[src/rtl/fifo_rd_ctrl_if.sv]
`default_nettype none
// ============================================================================
// Module      : fifo_rd_ctrl_if
// Description : Bundle of FIFO read-side, downstream output and burst status
//               signals for the FIFO read controller.
// Revision    : 1.0 - initial release
// ============================================================================
interface fifo_rd_ctrl_if #(
  parameter int DATA_W = 8
);
  logic              start;
  logic              rd_empty;
  logic [DATA_W-1:0] rd_data;
  logic              rd_en;
  logic              out_valid;
  logic [DATA_W-1:0] out_data;
  logic              out_ready;
  logic              busy;
  logic              done;
  logic [9:0]        rd_count;
  logic [DATA_W-1:0] checksum;

  // Controller side
  modport master (
    input  start, rd_empty, rd_data, out_ready,
    output rd_en, out_valid, out_data, busy, done, rd_count, checksum
  );

  // Environment side (FIFO, downstream consumer, sequencer)
  modport slave (
    output start, rd_empty, rd_data, out_ready,
    input  rd_en, out_valid, out_data, busy, done, rd_count, checksum
  );
endinterface
`default_nettype wire

[src/rtl/fifo_rd_ctrl.sv]
`default_nettype none
// ============================================================================
// Module      : fifo_rd_ctrl
// Description : Pops BURST_LEN words from a FIFO one at a time, presents each
//               word downstream with a valid/ready handshake, inserts
//               IDLE_CYC idle cycles between words, and reports a word count
//               and running XOR checksum of the burst.
// Revision    : 1.0 - initial release
// ============================================================================
module fifo_rd_ctrl #(
  parameter int DATA_W    = 8,
  parameter int BURST_LEN = 333,
  parameter int IDLE_CYC  = 1
) (
  input  logic           clk,
  input  logic           rst_n,
  fifo_rd_ctrl_if.master bus
);

  localparam logic [2:0] S_IDLE    = 3'd0;
  localparam logic [2:0] S_READ    = 3'd1;
  localparam logic [2:0] S_CAPTURE = 3'd2;
  localparam logic [2:0] S_HOLD    = 3'd3;
  localparam logic [2:0] S_GAP     = 3'd4;
  localparam logic [2:0] S_FINISH  = 3'd5;

  // Gap counter only needs to hold IDLE_CYC-1
  localparam int              GAP_W      = (IDLE_CYC > 1) ? $clog2(IDLE_CYC) : 1;
  localparam logic [GAP_W-1:0] GAP_LOAD  = (IDLE_CYC > 0) ? GAP_W'(IDLE_CYC - 1) : '0;
  localparam logic [9:0]       BURST_LAST = 10'(BURST_LEN);
  localparam logic [9:0]       CNT_MAX    = 10'h3FF;

  logic [2:0]        state_q, state_d;
  logic              out_valid_q, out_valid_d;
  logic [DATA_W-1:0] out_data_q, out_data_d;
  logic [9:0]        rd_count_q, rd_count_d;
  logic [DATA_W-1:0] checksum_q, checksum_d;
  logic [GAP_W-1:0]  gap_cnt_q, gap_cnt_d;
  logic [9:0]        rd_count_inc;
  logic              rd_en, busy, done;

  // Word count after a handshake, saturating at the counter maximum
  assign rd_count_inc = (rd_count_q == CNT_MAX) ? rd_count_q : rd_count_q + 10'd1;

  // State and datapath registers; synchronous active-low reset
  always_ff @(posedge clk) begin
    if (!rst_n) begin
      state_q     <= S_IDLE;
      out_valid_q <= 1'b0;
      out_data_q  <= '0;
      rd_count_q  <= '0;
      checksum_q  <= '0;
      gap_cnt_q   <= '0;
    end else begin
      state_q     <= state_d;
      out_valid_q <= out_valid_d;
      out_data_q  <= out_data_d;
      rd_count_q  <= rd_count_d;
      checksum_q  <= checksum_d;
      gap_cnt_q   <= gap_cnt_d;
    end
  end

  // Next-state and datapath update logic
  always_comb begin
    state_d     = state_q;
    out_valid_d = out_valid_q;
    out_data_d  = out_data_q;
    rd_count_d  = rd_count_q;
    checksum_d  = checksum_q;
    gap_cnt_d   = gap_cnt_q;
    case (state_q)
      S_IDLE: begin
        if (bus.start) begin
          state_d    = S_READ;
          rd_count_d = '0;
          checksum_d = '0;
        end
      end
      S_READ: begin
        if (!bus.rd_empty) begin
          state_d = S_CAPTURE;
        end
      end
      S_CAPTURE: begin
        // FIFO data is valid the cycle after the pop
        out_data_d  = bus.rd_data;
        out_valid_d = 1'b1;
        state_d     = S_HOLD;
      end
      S_HOLD: begin
        if (bus.out_ready) begin
          out_valid_d = 1'b0;
          rd_count_d  = rd_count_inc;
          checksum_d  = checksum_q ^ out_data_q;
          if (rd_count_inc == BURST_LAST) begin
            state_d = S_FINISH;
          end else if (IDLE_CYC == 0) begin
            state_d = S_READ;
          end else begin
            state_d   = S_GAP;
            gap_cnt_d = GAP_LOAD;
          end
        end
      end
      S_GAP: begin
        if (gap_cnt_q == '0) begin
          state_d = S_READ;
        end else begin
          gap_cnt_d = gap_cnt_q - 1'b1;
        end
      end
      S_FINISH: begin
        state_d = S_IDLE;
      end
      default: begin
        state_d = S_IDLE;
      end
    endcase
  end

  // Decoded outputs; the pop is suppressed while reset is asserted
  always_comb begin
    rd_en = rst_n && (state_q == S_READ) && !bus.rd_empty;
    busy  = (state_q != S_IDLE);
    done  = (state_q == S_FINISH);
  end

  assign bus.rd_en     = rd_en;
  assign bus.busy      = busy;
  assign bus.done      = done;
  assign bus.out_valid = out_valid_q;
  assign bus.out_data  = out_data_q;
  assign bus.rd_count  = rd_count_q;
  assign bus.checksum  = checksum_q;

endmodule
`default_nettype wire

[src/flat_wrapper.sv]
// flat-port wrapper written by rule: the top's interface ports become plain ports
module fifo_rd_ctrl_flat 
#(
  parameter int DATA_W    = 8,
  parameter int BURST_LEN = 333,
  parameter int IDLE_CYC  = 1
)
  (clk, rst_n, bus_start, bus_rd_empty, bus_rd_data, bus_out_ready, bus_rd_en, bus_out_valid, bus_out_data, bus_busy, bus_done, bus_rd_count, bus_checksum);
  fifo_rd_ctrl_if #(.DATA_W(DATA_W)) bus_i ();
  input  logic clk;
  input  logic rst_n;
  input wire logic [$bits(bus_i.start)-1:0] bus_start;
  input wire logic [$bits(bus_i.rd_empty)-1:0] bus_rd_empty;
  input wire logic [$bits(bus_i.rd_data)-1:0] bus_rd_data;
  input wire logic [$bits(bus_i.out_ready)-1:0] bus_out_ready;
  output wire logic [$bits(bus_i.rd_en)-1:0] bus_rd_en;
  output wire logic [$bits(bus_i.out_valid)-1:0] bus_out_valid;
  output wire logic [$bits(bus_i.out_data)-1:0] bus_out_data;
  output wire logic [$bits(bus_i.busy)-1:0] bus_busy;
  output wire logic [$bits(bus_i.done)-1:0] bus_done;
  output wire logic [$bits(bus_i.rd_count)-1:0] bus_rd_count;
  output wire logic [$bits(bus_i.checksum)-1:0] bus_checksum;
  assign bus_i.start = bus_start;
  assign bus_i.rd_empty = bus_rd_empty;
  assign bus_i.rd_data = bus_rd_data;
  assign bus_i.out_ready = bus_out_ready;
  assign bus_rd_en = bus_i.rd_en;
  assign bus_out_valid = bus_i.out_valid;
  assign bus_out_data = bus_i.out_data;
  assign bus_busy = bus_i.busy;
  assign bus_done = bus_i.done;
  assign bus_rd_count = bus_i.rd_count;
  assign bus_checksum = bus_i.checksum;
  fifo_rd_ctrl #(.DATA_W(DATA_W), .BURST_LEN(BURST_LEN), .IDLE_CYC(IDLE_CYC)) u_core (.clk(clk), .rst_n(rst_n), .bus(bus_i));
endmodule
[config.mk]
export PLATFORM = sky130hd
export DESIGN_NAME = fifo_rd_ctrl_flat
export DESIGN_NICKNAME = d
export VERILOG_FILES = /design/src/rtl/fifo_rd_ctrl_if.sv /design/src/rtl/fifo_rd_ctrl.sv /design/src/flat_wrapper.sv
export SDC_FILE = /design/constraint.sdc
export NUM_CORES = 1
export LEC_CHECK = 0
export ABC_AREA = 1
export CORE_AREA = 5 5 67 69
export DETAILED_ROUTE_END_ITERATION = 6
export DIE_AREA = 0 0 72 74
export PLACE_DENSITY = 0.68
export SYNTH_ARGS = -nofsm -noshare
export SYNTH_HDL_FRONTEND = slang
export SYNTH_SLANG_ARGS = --single-unit
[constraint.sdc]
create_clock -name clk -period 1.85 [get_ports clk]
set_input_delay 0.2775 -clock clk [delete_from_list [all_inputs] [get_ports clk]]
set_output_delay 0.2775 -clock clk [all_outputs]
set_load 0.005 [all_outputs]
# Word-level counts from Yosys, hierarchy flattened
# Cells that the tools add are included.
# totals
register_bits	31
latchBits	0
ram_bits	0
mem_bits_ro	0
input_bits	13
out_inout_bits	30
elab_cells	52
memories	0
# op_classes
add_sub_neg	2
mul	0
div_mod_pow	0
magnitude_cmp	0
eq_ne	12
shifts	0
mux	19
n_bitwise	1
n_reduce_logical	12
# op_table
operator	count
2-to-1 mux 10 bit	3
case mux 10 bit (2 select lines)	1
2-to-1 mux 8 bit	2
case mux 8 bit (2 select lines)	1
case mux 3 bit (5 select lines)	1
2-to-1 mux 3 bit	4
adder 10 x 1 -> 10 bit, second input constant	1
equality test 10 bit, second input constant	1
equality test 10 x 9 -> 1 bit, second input constant	1
inequality test 2 bit, second input constant	5
bitwise XOR 8 bit	1
equality test 3 x 2 -> 1 bit, second input constant	2
equality test 3 bit, second input constant	2
AND reduction 3 bit	2
nonzero test 2 bit	3
2-to-1 mux 1 bit	5
case mux 1 bit (2 select lines)	2
AND reduction 4 bit	1
equality test 3 x 1 -> 1 bit, second input constant	1
logical NOT 3 bit	1
nonzero test 3 bit	1
logical AND 1 bit	2
AND reduction 2 bit	1
logical NOT 1 bit	1
subtractor 1 bit, second input constant	1

# Longest topological paths before layout
# Gate-level depths: netlist of run 1.
# depth
depth_word	6
mapped_depth	11
ltp_nobuf	11

# Worst setup path before layout of run 1
# Ideal clock, no wire load.
# synth_path
kind	register to register
startpoint	reg u_core.rd_count_q[1], in the netlist u_core.bus.rd_count[1]
endpoint	reg u_core.state_q[0]
setup_ns	0.131
arrival_time_ns	1.381
t_required_ns	1.719
setup_slack_ns	0.339
path_stages_with_launch	11
path_buffers	0
synth_period_minus_slack_ns	1.511
path_cell_list	dfxtp_1 ha_1 nand2_2 nor2_4 nand3_2 inv_1 nor2_1 nand3_1 o21bai_1 nand2_1 a21oi_2
# synth_between
elab_chain_cells	6
elab_cells_between_ends	7
classes_between	1 x add/sub; 2 x eq/ne; 4 x mux
# synth_lines
item	line_no	text
start: declaration	fifo_rd_ctrl.sv:36	logic [9:0] rd_count_q, rd_count_d;
start signal: assignment	fifo_rd_ctrl.sv:58	rd_count_q <= rd_count_d;
adder 10 x 1 -> 10 bit / equality test 10 bit (equally long branches)	fifo_rd_ctrl.sv:43	assign rd_count_inc = (rd_count_q == CNT_MAX) ? rd_count_q : rd_count_q + 10'd1;
2-to-1 mux 10 bit *	fifo_rd_ctrl.sv:43	
equality test 10 x 9 -> 1 bit *	fifo_rd_ctrl.sv:96	if (rd_count_inc == BURST_LAST) begin
2-to-1 mux 1 bit *	fifo_rd_ctrl.sv:96	
2-to-1 mux 3 bit *	fifo_rd_ctrl.sv:92	if (bus.out_ready) begin
case mux 3 bit (5 select lines) *	fifo_rd_ctrl.sv:72	case (state_q)
end signal: assignment	fifo_rd_ctrl.sv:55	state_q <= state_d;
end: declaration	fifo_rd_ctrl.sv:33	logic [2:0] state_q, state_d;
# Mark *: on every way between the ends. The rest lies on a longest branch, timed or not. The select of a mux whose other input is x is not followed.
# A chain may end at the register's enable or synchronous reset.

# Worst setup path in the final report of run 1
# layout_path
startpoint	reg u_core.state_q[2]
endpoint	out bus_done
# layout_between
elab_chain_cells	1
# layout_lines
item	line_no	text
equality test 3 bit	fifo_rd_ctrl.sv:126	done = (state_q == S_FINISH);
end: declaration	flat_wrapper.sv:20	output wire logic [$bits(bus_i.done)-1:0] bus_done;
# No other way between the ends.

==> flow_summary.ini, run 1 <==
[timing]
worst_pin_slew_ns = 0.401
skew_ns = 0.00545
slew_violations = 0
max_freq_mhz = 583
fin_crit_ns = 1.71
tns_ns = 0
hold_violations = 0
setup_ws_ns = 0.136
setup_viol_count_final = 0
slew_headroom_pct = 73.2
min_period_over_period_pct = 92.6
rsz0062_at_grt = no

[drt]
drt_iter0_drc = 90
vias_per_cell = 4.89
wl_per_cell_um = 12.2
firstDrtPassIters = 4
postRouteAntennaNets = 0
drc = 0
vias = 1566
finalWirelength_um = 3900

[logic_synthesis]
synthTopCellsByCount = nand2_1, inv_1, dfxtp_1
ys_warn_count = 0
synth_area_um2 = 1490
ys_seq_area_share_pct = 40.4
synth_compound_area_share_pct = 19.7
synthAdderAreaFrac_pct = 0.841
synth_top_area_cell = dfxtp_1
synth_top_family_by_area = simple AND/OR/NAND/NOR gates
synth-xor-area-share_pct = 0.589
yosysMostFrequentCell = nand2_1
synth.avg_cell_area_um2 = 6.82
syn-num-nets = 232
async_reset_ff_share_pct = 0
yosys.area_share.simple_pct = 28.4
yosysUniqueCellTypes = 25
synth_top_area_share_pct = 40.4
synth_area_leaders = dfxtp_1, nand2_1, a21oi_1
synth-seq-cells = 30
synthMuxAreaShare_pct = 0
synth-main-ff-cell = dfxtp_1
syn_inst = 218
synth_edf_count = 0

[pwr]
power.internal_mw = 1.46
p_seq_share_pct = 38.4
power.total_mw = 1.95
p_per_area_nw_per_um2 = 905
p_sw_uw = 493
p_comb_share_pct = 19.0
ir_worst_vdd_v = 0.000567
netSwitchingFraction_pct = 25.3
p_leak_nw = 0.820
pwr-share-clk_pct = 42.6

[job]
cap_violations = 0

[clocking]
post_cts_buffers = 0
clkTransAtPathRegs_ns = 0.07
cts_sinks = 30
worstSkewPairLatency_ns = 0.28
cts_tree = built
clockRootBuffer = clkbuf_8
numCtsBuffers = 5
holdBufCountCts = 0
cts.path.max_buffers = 2
htree_levels = 2

[worst_setup_path]
r2r_start = u_core.bus.rd_count[0]
critPathKind = reg -> out
cp-start-kind = register
timing.rr.end = u_core.state_q[0]
r2r_slack_ns = 0.24
ff2ff_path_depth = 9
crit_path_end_kind = primary output
crit_fanout = 8
arrival_ns = 1.44
required_ns = 1.57

[min_path]
min_path_cells = 2
hold_end = u_core.bus.out_data[6]
hold_path.class = reg -> reg
holdCritStartpoint = u_core.bus.out_data[6]

[place]
dpl-instance-area_um2 = 2000
dp_slack_ns = 0.0814
dp_hpwl_um = 2820
gp_congestion = 0.841
port_buffers = 42

[global_routing]
grt_pass1_vias = 1457
grt_max_degree = 19
use_met1_pct = 19.7
grt_overflow = 0
track_usage_pct = 15.5
busiest_layer = met2
antenna_found_initial = 0
grt_use_met3_pct = 6.35
grt_pass1_wl_um = 6530
met2_usage_pct = 23.9

[floorplanning]
die_y_um = 74
die-area_um2 = 5330
rows = 23
io_pins = 43
start_util_pct = 38.6
die_x_um = 72
coreArea_um2 = 3860

[finish]
design_area_um2 = 2150
finalNetCount = 283
drive_gt1_share_pct = 9.26
num-fill-cells = 377
areaGrowthSynthToFinish_pct = 44.8
antennaDiodeCount = 0

[run_status]
status = complete, no violations
[state kept, by name (all words and copies together), names as in the netlist]
signal,flops
u_core.bus.out_data,8
u_core.state_q,3
u_core.bus.checksum,8
u_core.bus.out_valid,1
u_core.bus.rd_count,10
[routing by layer]
layer,routed length (µm),share of wire [%]
met3,329,8.4
met4,63,1.6
met2,1770,45
met5,0,0
met1,1740,45
[layout make-up]
type	instances	area (µm²)	area share (%)
flip-flops and latches	30	602	27.9
well taps	50	62.6	2.90
inverters	33	124	5.75
repair buffers	50	479	22.2
multi-input cells	149	744	34.6
clock inverters	2	60.1	2.79
clock buffers	6	82.6	3.83
[per-stage QoR]
stage	instances	hold slack [ns]	utilization (%)
finish	320	0.463	55.9
global route	320	0.502	55.9
CTS	320	0.464	55.7
detailed placement	312	0.454	52.0
global placement	312	0.451	52.0
floorplan	218	0.446	-
[worst max-delay path, cell delays in order (launching register included)]
cell and delay (ns):
dfxtp_1 0.33, inv_1 0.12, nor3_1 0.19, clkdlybuf4s50_1 0.53
[worst max path at each step]
stage	startpoint	end	depth (start not counted)
2_1_floorplan	u_core.bus.rd_count[1]	u_core.state_q[0]	10
3_3_place_gp	rst_n	bus_rd_en	4
3_5_place_dp	rst_n	bus_rd_en	4
4_1_cts	u_core.state_q[2]	bus_done	3
5_1_grt	u_core.bus.rd_count[3]	u_core.state_q[0]	10
6_report	u_core.state_q[2]	bus_done	3
[cells in the final DEF, fill, tap and decap left out, types with 2 or more instances in the layout]
cell             synthesis  routed
inv_1                   32      32
nor2_4                   2       2
nor3_1                   4       4
nand2_1                 42      42
o21bai_1                 2       2
buf_4                    0       8
nand4_1                  4       4
o21ai_0                 21      21
clkdlybuf4s50_1          0      41
and3_1                   2       2
nor2_1                  18      18
bufinv_16                0       2
dfxtp_1                 30      29
nand3b_1                 2       2
a21oi_1                 28      28
clkbuf_8                 0       6
nand3_1                 14      14
[timing repair]
item                                    CTS  global route
gates resized for setup                   2             1
hold endpoints to repair                  0             0
endpoints found under the setup margin    1             1
[logic make-up (layout without fill, tap and decap cells)]
| group | count (synthesis) | in the layout |
|---|---|---|
| and+or+nand+nor | 92 | 92 |
| AOI/OAI and AO/OA | 55 | 55 |
| buffers and inverters | 39 | 91 |
| DFF | 30 | 30 |
| adders and majority gates | 1 | 1 |
| xor gates and xnor gates | 1 | 1 |
[power groups by stage]
stage                     registers, mW  logic [mW]  clock network [mW]
final                             0.749       0.371               0.830
after global routing              0.757       0.414               0.870
after CTS                         0.749       0.374               0.840
after detailed placement          0.760       0.372                   0
after global placement            0.760       0.370                   0
after floorplan                   0.758       0.176                   0
Note: power is estimated with default switching activity, not from simulation.
==> inputs of run 2 (changes only) <==
--- a/config.mk
+++ b/config.mk
@@ -6,9 +6,10 @@
 export NUM_CORES = 1
 export LEC_CHECK = 0
 export ABC_AREA = 1
-export CORE_AREA = 5 5 67 69
+export ABC_CLOCK_PERIOD_IN_PS = 1850
+export CORE_AREA = 2 2 64 66
 export DETAILED_ROUTE_END_ITERATION = 6
-export DIE_AREA = 0 0 72 74
+export DIE_AREA = 0 0 66 68
 export PLACE_DENSITY = 0.68
 export SYNTH_ARGS = -nofsm -noshare
 export SYNTH_HDL_FRONTEND = slang
==> flow_summary.ini, run 2 (synthesis results as in run 1) <==
[run_status]
status = complete, no violations

[min_path]
hold_path.class = reg -> reg

[drt]
finalWirelength_um = 3620
vias_per_cell = 4.86
drt_iter0_drc = 84
vias = 1555
postRouteAntennaNets = 0
drc = 0
wl_per_cell_um = 11.3
firstDrtPassIters = 4

[global_routing]
track_usage_pct = 17.8
grt_pass1_vias = 1405
grt_overflow = 0
antenna_found_initial = 0
grt_pass1_wl_um = 5970
grt_max_degree = 19

[finish]
drive_gt1_share_pct = 9.26
final_cell_mix = nand2_1, clkdlybuf4s50_1, inv_1
largest_register_ffs = 10
antennaDiodeCount = 0
finalNetCount = 283
areaGrowthSynthToFinish_pct = 41.1
layout_commonest_cell = nand2_1
num-fill-cells = 392

[timing]
worst_pin_slew_ns = 0.348
skew_ns = 0.00406
slew_headroom_pct = 76.8
max_freq_mhz = 586
rsz0062_at_grt = no
setup_viol_count_final = 0
tns_ns = 0
min_period_over_period_pct = 92.2
hold_violations = 0
whs_ns = 0.457
fin_crit_ns = 1.71
slew_violations = 0

[pwr]
p_comb_share_pct = 22.2
ir_worst_vdd_v = 0.000470
p_leak_nw = 0.795
pwr-share-clk_pct = 33.1
p_seq_share_pct = 44.7
p_sw_uw = 489
power.total_mw = 1.68
power.internal_mw = 1.19
p_per_area_nw_per_um2 = 799
netSwitchingFraction_pct = 29.1

[place]
gp_congestion = 0.856
port_buffers = 42
dp_hpwl_um = 2690

[clocking]
numCtsBuffers = 5
cts.path.max_buffers = 2
cts_sinks = 30
holdBufCountCts = 0
cts_resized = 2
htree_levels = 2
cts_tree = built
post_cts_buffers = 0
clkTransAtPathRegs_ns = 0.07
worstSkewPairLatency_ns = 0.28
clockRootBuffer = clkbuf_8

[worst_setup_path]
critPathKind = reg -> out
slowest_stage = clkdlybuf4s50_1
cp_cell_sequence = inv_1 -> nor3_1 -> clkdlybuf4s50_1
crit_family = buffers and inverters
required_ns = 1.57
crit_buf_inv = 2
arrival_ns = 1.43
crit_fanout = 8
crit_path_end_kind = primary output
max_stage_delay_ns = 0.52
cp-start-kind = register

[floorplanning]
coreArea_um2 = 3860
start_util_pct = 38.6
die_y_um = 68
die_x_um = 66
die-area_um2 = 4490
rows = 23
io_pins = 43

[job]
cap_violations = 0
==> run 2: cell count changes in the layout (fill, tap and decap cells not counted), sizes merged <==
| cell | before | now |
|---|---|---|
| clkinvlp | 0 | 1 |
| bufinv | 2 | 0 |
| clkinv | 0 | 1 |
==> run 2: cell type report <==
| cell class | count | area, µm² | area share [%] |
|---|---|---|---|
| clock inverters | 2 | 12.5 | 0.596 |
| repair buffers | 50 | 479 | 22.8 |
| well taps | 50 | 62.6 | 2.98 |
| inverters | 33 | 124 | 5.90 |
| clock buffers | 6 | 82.6 | 3.93 |
| multi-input cells | 149 | 737 | 35.1 |
| flip-flops and latches | 30 | 602 | 28.7 |
==> run 2: power groups by stage <==
stage               Clock, mW  Sequential [mW]  Combinational, mW
floorplan                   0            0.758              0.176
global placement            0            0.762              0.376
detailed placement          0            0.763              0.376
CTS                     0.575            0.751              0.377
global route            0.605            0.759              0.419
finish                  0.554            0.750              0.373
==> run 2: worst paths after layout <==
check	from	to	slack [ns]	cells after the start
worst max-delay path	u_core.state_q[2]	bus_done	0.14	3
worst max register to register	u_core.bus.rd_count[0]	u_core.state_q[0]	0.17	9
worst min-delay path	u_core.bus.checksum[0]	u_core.bus.checksum[0]	0.46	1
worst min register to register	u_core.bus.checksum[0]	u_core.bus.checksum[0]	0.46	1
==> run 2: routing by layer <==
metal	routed length (µm)	GRT usage, %	vias up
li1	-	-	816
met2	1610	28.5	47
met1	1660	21.2	686
met4	65	8.42	0
met5	0	0	-
met3	281	6.74	6
==> run 2: per-stage QoR <==
step                      util [%]  area (µm²)  instances  setup slack (ns)
after floorplan                  -        1490        218             0.339
after global routing          54.4        2100        320            0.0553
final                         54.4        2100        320             0.144
after CTS                     54.4        2100        320             0.109
after global placement        52.0        2000        312            0.0951
after detailed placement      52.0        2000        312            0.0665
==> run 2: worst register-to-register path: stages, from the launching register on <==
cell	delay, ns
dfxtp_1	0.34
ha_1	0.23
nand2_2	0.10
nor2_4	0.14
nand3_2	0.19
nand2_1	0.15
nand3_1	0.10
o21bai_1	0.17
nand2_1	0.08
a21oi_2	0.12
